**src/rtl/uart_rx.sv**
```systemverilog
// uart_rx: oversampling UART receiver; start, WIDTH data bits MSB first, even parity, stop.
// Define UART_RX_MAJORITY_EN to vote each bit 2-of-3 around the bit centre.
module uart_rx #(
  parameter int unsigned WIDTH      = 8,
  parameter int unsigned OVERSAMPLE = 16
) (
  input  logic             clk_baud,
  input  logic             rst,
  input  logic             rx_in,
  output logic [WIDTH-1:0] bus_out,
  output logic             rx_valid,
  output logic             parity_err,
  output logic             frame_err,
  output logic             rx_busy
);

  localparam int unsigned PhW = (OVERSAMPLE > 2) ? $clog2(OVERSAMPLE) : 1;
  localparam int unsigned BcW = (WIDTH > 1) ? $clog2(WIDTH) : 1;
  localparam int unsigned Mid = OVERSAMPLE / 2;
`ifdef UART_RX_MAJORITY_EN
  localparam int unsigned Decide = Mid + 1;
`else
  localparam int unsigned Decide = Mid;
`endif
  localparam logic [PhW-1:0] PhDecide = PhW'(Decide);
  localparam logic [PhW-1:0] PhLast   = PhW'(OVERSAMPLE - 1);
  localparam logic [BcW-1:0] BcLast   = BcW'(WIDTH - 1);

  typedef enum logic [2:0] {StHunt, StIdle, StStart, StData, StParity, StStop} state_e;

  state_e           state_q;
  logic [PhW-1:0]   phase_q;
  logic [BcW-1:0]   bit_cnt_q;
  logic [WIDTH-1:0] shift_q;
  logic             par_bad_q;
  logic             sync_q, rxs, rxs_prev;
  logic             sample;
  logic             at_decide;

  // Synchronizer and edge-detect history preset to the idle line level.
  always_ff @(posedge clk_baud or negedge rst) begin
    if (!rst) begin
      sync_q   <= 1'b1;
      rxs      <= 1'b1;
      rxs_prev <= 1'b1;
    end else begin
      sync_q   <= rx_in;
      rxs      <= sync_q;
      rxs_prev <= rxs;
    end
  end

`ifdef UART_RX_MAJORITY_EN
  logic [1:0] hist_q;

  // hist_q holds rxs from phases MID-1 and MID when the vote is taken at MID+1.
  always_ff @(posedge clk_baud or negedge rst) begin
    if (!rst) begin
      hist_q <= 2'b11;
    end else begin
      hist_q <= {hist_q[0], rxs};
    end
  end

  assign sample = (hist_q[1] & hist_q[0]) | (hist_q[1] & rxs) | (hist_q[0] & rxs);
`else
  assign sample = rxs;
`endif

  assign rx_busy   = (state_q != StHunt) && (state_q != StIdle);
  assign at_decide = (phase_q == PhDecide);

  always_ff @(posedge clk_baud or negedge rst) begin
    if (!rst) begin
      state_q    <= StHunt;
      phase_q    <= '0;
      bit_cnt_q  <= '0;
      shift_q    <= '0;
      par_bad_q  <= 1'b0;
      bus_out    <= '0;
      rx_valid   <= 1'b0;
      parity_err <= 1'b0;
      frame_err  <= 1'b0;
    end else begin
      rx_valid   <= 1'b0;
      parity_err <= 1'b0;
      frame_err  <= 1'b0;
      if (rx_busy) begin
        phase_q <= (phase_q == PhLast) ? '0 : phase_q + 1'b1;
      end else begin
        phase_q <= '0;
      end
      unique case (state_q)
        StHunt: begin
          if (rxs) state_q <= StIdle;
        end
        StIdle: begin
          if (rxs_prev && !rxs) state_q <= StStart;
        end
        StStart: begin
          if (at_decide) begin
            // A high sample at mid-start is a glitch, not a frame.
            state_q   <= sample ? StIdle : StData;
            bit_cnt_q <= '0;
          end
        end
        StData: begin
          if (at_decide) begin
            shift_q <= WIDTH'({shift_q, sample});
            if (bit_cnt_q == BcLast) begin
              state_q <= StParity;
            end else begin
              bit_cnt_q <= bit_cnt_q + 1'b1;
            end
          end
        end
        StParity: begin
          if (at_decide) begin
            par_bad_q <= sample ^ (^shift_q);
            state_q   <= StStop;
          end
        end
        StStop: begin
          if (at_decide) begin
            bus_out <= shift_q;
            if (!sample) begin
              frame_err <= 1'b1;
              state_q   <= StHunt;
            end else begin
              parity_err <= par_bad_q;
              rx_valid   <= !par_bad_q;
              state_q    <= StIdle;
            end
          end
        end
        default: state_q <= StHunt;
      endcase
    end
  end

endmodule
```
**config.mk**
```make
export PLATFORM = sky130hd
export DESIGN_NAME = uart_rx
export DESIGN_NICKNAME = d
export VERILOG_FILES = /design/src/rtl/uart_rx.sv
export SDC_FILE = /design/constraint.sdc
export NUM_CORES = 1
export LEC_CHECK = 0
export BUFFER_PORTS_ARGS = -buffer_cell sky130_fd_sc_hd__clkbuf_2
export CAP_MARGIN = 30
export CORE_MARGIN = 2
export CORE_UTILIZATION = 61
export DETAILED_ROUTE_END_ITERATION = 10
export GPL_ROUTABILITY_DRIVEN = 0
export GPL_TIMING_DRIVEN = 0
export PLACE_DENSITY = 0.82
export SLEW_MARGIN = 20
export SYNTH_ARGS = -nofsm -noshare
export SYNTH_HDL_FRONTEND = slang
export SYNTH_SLANG_ARGS = --single-unit
```
**constraint.sdc**
```tcl
create_clock -name clk_baud -period 4.15 [get_ports clk_baud]
set_clock_uncertainty 0.2 [all_clocks]
set_input_delay 0.415 -clock clk_baud [delete_from_list [all_inputs] [get_ports clk_baud]]
set_output_delay 0.415 -clock clk_baud [all_outputs]
set_load 0.005 [all_outputs]
```
==> run summary <==
Dividing the detail-routed wire length by the instance count gives 16.06 um. The first routing iteration left 18 violations. After detailed routing, the number of vias per cell comes to 5.873. Synthesis produced a netlist with a net count of 121. The floorplan step defined a core boundary enclosing 2276 sq um.

STA classifies the critical path startpoint as a flop. The number of global-route vias before repair came out at 1,063. The setup check on the worst reg-to-reg path leaves a slack of 1.76 ns. The final layout contains 144 nets. Measured along the x axis, the die boundary spans 53.61 um. For the maximum clock frequency, the log shows 419.0 MHz.

During synthesis, Yosys emitted a total of 0 warnings. Once detail routing completed, the nets flagged for antenna violations numbered 0. Once layout is complete, the cells apart from fillers number 166. The origin of the worst setup path is bit_cnt_q[0]$_DFFE_PN0P_. The critical path's top delay family is compound AO/OA/AOI/OAI gates. Prior to clock tree synthesis, the placed netlist has a worst setup slack of 1.810 ns. The logs give 0 ns for the setup TNS and 2.666 mm for the post-detailed-routing wire length. In this design, the critical path's most frequently occurring cell is ha_1.

The number of buffers and inverters on the critical path is 0. Counting flops and latches in the post-synthesis netlist gives 33. During I/O placement, the number of pins put on the boundary was 15.

The completed layout was analyzed and its total power is 821.7 uW. For the total count of hold-check failures in the final report, the log shows 0. Across all setup checks in the final design, the least slack found is 1.763 ns.

The first detailed-routing pass ran for 5 iterations. Counting buffers and inverters, the worst setup path is 6 cells deep. The longest clock path from root to sink contains 2 buffers. The final route contains 975 vias. The static leakage was 0.0008357 uW; the ratio of cells with drive above 1 in the final layout was 0.3478. The quantity of I/O buffers inserted on ports was 14; the global-route wire length before repair was 4.726 mm. CTS placed an instance of clkbuf_4 at the clock tree root. The core utilization of the finished layout was 0.7367. In this run the cell area of the synthesized design comes to 1501 sq um.

Setup repair after global routing left no endpoint under its margin. The worst setup path is captured at a flop. In the routed design, unresolved DRC markers number 0. Setup violations remaining at the end of the flow were counted as 0.

The logs give 0 for the count of maximum capacitance violations and 34 for the pin count of the biggest net entering global routing. The detailed router put a total of 1.169 mm of wire on met1. Detailed routing placed a total of 1.360 mm of wire on met2. The startpoint identified for the worst register-to-register timing path is bit_cnt_q[0]$_DFFE_PN0P_. Across the VDD grid, the largest voltage drop is 431.1 uV. For the maximum level of the CTS H-tree, the log shows 2.

The run finished with clean final reports. The number of max-slew violations in the final report is 0. Traced cell by cell, the critical path runs through ha_1 -> ha_1 -> nand2b_1 -> a2111oi_4 -> o21bai_1 -> a2111oi_1.

The endpoint identified for the worst register-to-register timing path is state_q[0]$_DFFE_PN0P_. The die height was 53.61 um; the cell row count was 17. After detailed routing, no signal wire sits above met4. The logs give 2.40 ns for the data arrival time of the worst path and 0.2419 for the overall track demand over capacity in global routing.

The tools report the half-perimeter wire length of the detailed placement result as 1.877 mm. The required time reported for the critical path endpoint was 4.16 ns; the mean instance size in the synthesized netlist was 13.17 sq um. The worst reg-to-reg path cell count was 6; the total clock sinks was 33. After global routing the overflow that remains totals 0. Number of antenna repair diodes: 0. The tools report the clock latency at the later pin of the worst-skew pair as 0.34 ns.

For the share of the yosys chip area belonging to registers, the log shows 0.5525. The layout has 146 filler cells. The die covers 2874 sq um.

The logs give 5 for the number of buffers created by CTS and 0.4763 for the relative slew slack. Power spread over the standard cell area amounts to 490.1 nW/um^2. The maximum fanout along the worst path was 6. The share of the cycle needed by the critical path after routing works out to 0.5751. In this run the most critical hold path is launched from sync_q$_DFF_PN1_. The synthesis-to-finish area growth was 11.67%. The worst setup path is of the flop to flop kind.

TritonCTS built the clock tree. Kind of path behind the tightest hold check: flop to flop. Counting every instance in the synthesized netlist gives 114. At the pin with the least slew margin, the transition time is 0.7856 ns. The last element of the critical path was state_q[0]$_DFFE_PN0P_. The smallest clock period supported by the final layout is computed as 2.387 ns. The sum of met3 wire segment lengths after detailed routing came out at 113 um. The delay of the slowest critical-path stage is 0.43 ns, and the starting density of the core is 0.6597. After clock tree synthesis, the clock-pin slew on the worst setup and hold paths is 0.11 ns. Among all stages on the critical path, the largest delay is contributed by a2111oi_4. The logs give 32 for the number of different library cells in the post-synthesis netlist and 0 for the number of antenna violations at the first check in global routing. After detailed placement, the design holds a cell count of 156.
## final cells by class
class	instances	area, sq um	share of cell area
repair buffers	16	90.09	0.05373
well taps	28	35.03	0.02090
flip-flops and latches	33	829.5	0.4948
clock buffers	7	45.04	0.02687
clock inverters	1	5.005	0.002985
multi-input cells	75	646.9	0.3858
plain buffers	2	10.01	0.005970
inverters	4	15.01	0.008955
## Yosys cell counts
library cell / instances / area, sq um
nand2_1: 2 / 7.510
xnor3_1: 1 / 22.52
nand2b_1: 2 / 12.51
and3b_1: 1 / 8.760
a22o_1: 5 / 43.79
dfstp_2: 3 / 78.83
or2_2: 2 / 12.51
ha_1: 4 / 50.05
nor2_2: 2 / 12.51
o21ai_0: 3 / 15.01
xnor2_1: 6 / 52.55
dfrtp_1: 30 / 750.7
nor2b_1: 3 / 18.77
xor2_1: 1 / 8.760
mux2_2: 18 / 202.7
a21oi_1: 4 / 20.02
a311oi_1: 1 / 8.760
and3_1: 1 / 6.260
nand3b_1: 1 / 7.510
or4_1: 1 / 7.510
a2111oi_4: 1 / 27.53
o21bai_1: 1 / 7.510
nor2_1: 4 / 15.01
inv_1: 4 / 15.01
and4bb_1: 1 / 12.51
o21a_1: 1 / 7.510
a2111oi_1: 1 / 10.01
buf_2: 2 / 10.01
nand4b_1: 1 / 8.760
a21o_1: 1 / 7.510
or2b_1: 1 / 7.510
nor3_1: 5 / 25.02
## sequential cells by signal, indices dropped and copies added (netlist names)
name	flops
bus_out	8
shift_q	8
phase_q	4
bit_cnt_q	3
state_q	3
frame_err	1
par_bad_q	1
parity_err	1
rx_valid	1
rxs	1
rxs_prev	1
sync_q	1
## layer usage
metal | vias up | GRT usage
met5 | - | 0
met4 | 0 | 0.1111
met3 | 4 | 0.1083
met2 | 19 | 0.3827
met1 | 497 | 0.2830
li1 | 455 | -
## where the power goes
part	leakage, uW	internal (uW)	total [uW]	switching, uW
Combinational	0.000372	114	229	115
Sequential	0.000435	367	420	53.2
Clock	0.0000293	66.0	172	106
## per-stage QoR
| step | instance area (sq um) | hold WS [ns] |
|---|---|---|
| 4_1_cts | 1677 | 0.1619 |
| 3_5_place_dp | 1607 | 0.1488 |
| 5_1_grt | 1677 | 0.1715 |
| 6_report | 1677 | 0.1623 |
| 3_3_place_gp | 1607 | 0.1462 |
| 2_1_floorplan | 1501 | -0.08059 |
## cell families (layout without fill, tap and decap cells)
kind of cell	after synthesis	count (layout)	synth area share
DFF	33	33	0.5525
and+or+nand+nor	27	27	0.1083
AOI/OAI and AO/OA	18	18	0.09834
muxes	18	18	0.1350
xor gates and xnor gates	8	8	0.05583
buffers and inverters	6	30	0.01666
adders and majority gates	4	4	0.03333
## repair_timing
action,4_1_cts,5_1_grt
hold buffers,2,0
buffers inserted,0,0
endpoints found under the hold margin,31,0
resized for setup,0,0
## worst min path at each step
| stage | endpoint | cells past startpoint | slack, ns |
|---|---|---|---|
| detailed placement | rxs$_DFF_PN1_ | 0 | 0.15 |
| global route | rxs$_DFF_PN1_ | 0 | 0.17 |
| global placement | rxs$_DFF_PN1_ | 0 | 0.15 |
| finish | rxs$_DFF_PN1_ | 0 | 0.16 |
| floorplan | bit_cnt_q[0]$_DFFE_PN0P_ | 0 | -0.08 |
| CTS | rxs$_DFF_PN1_ | 0 | 0.16 |
## cell usage in the layout (no fill, tap or decap), types with 2 or more instances in the layout
cell / synthesis / final
dfrtp_1: 30 / 30
mux2_2: 18 / 18
clkbuf_2: 0 / 14
xnor2_1: 6 / 6
nor3_1: 5 / 5
a22o_1: 5 / 5
clkbuf_4: 0 / 5
inv_1: 4 / 4
nor2_1: 4 / 4
a21oi_1: 4 / 4
ha_1: 4 / 4
nor2b_1: 3 / 3
o21ai_0: 3 / 3
dfstp_2: 3 / 3
buf_2: 2 / 2
nand2b_1: 2 / 2
nor2_2: 2 / 2
nand2_1: 2 / 2
or2_2: 2 / 2
clkbuf_1: 0 / 2
dlygate4sd3_1: 0 / 2
No activity file was read; power rests on OpenSTA's default activity.
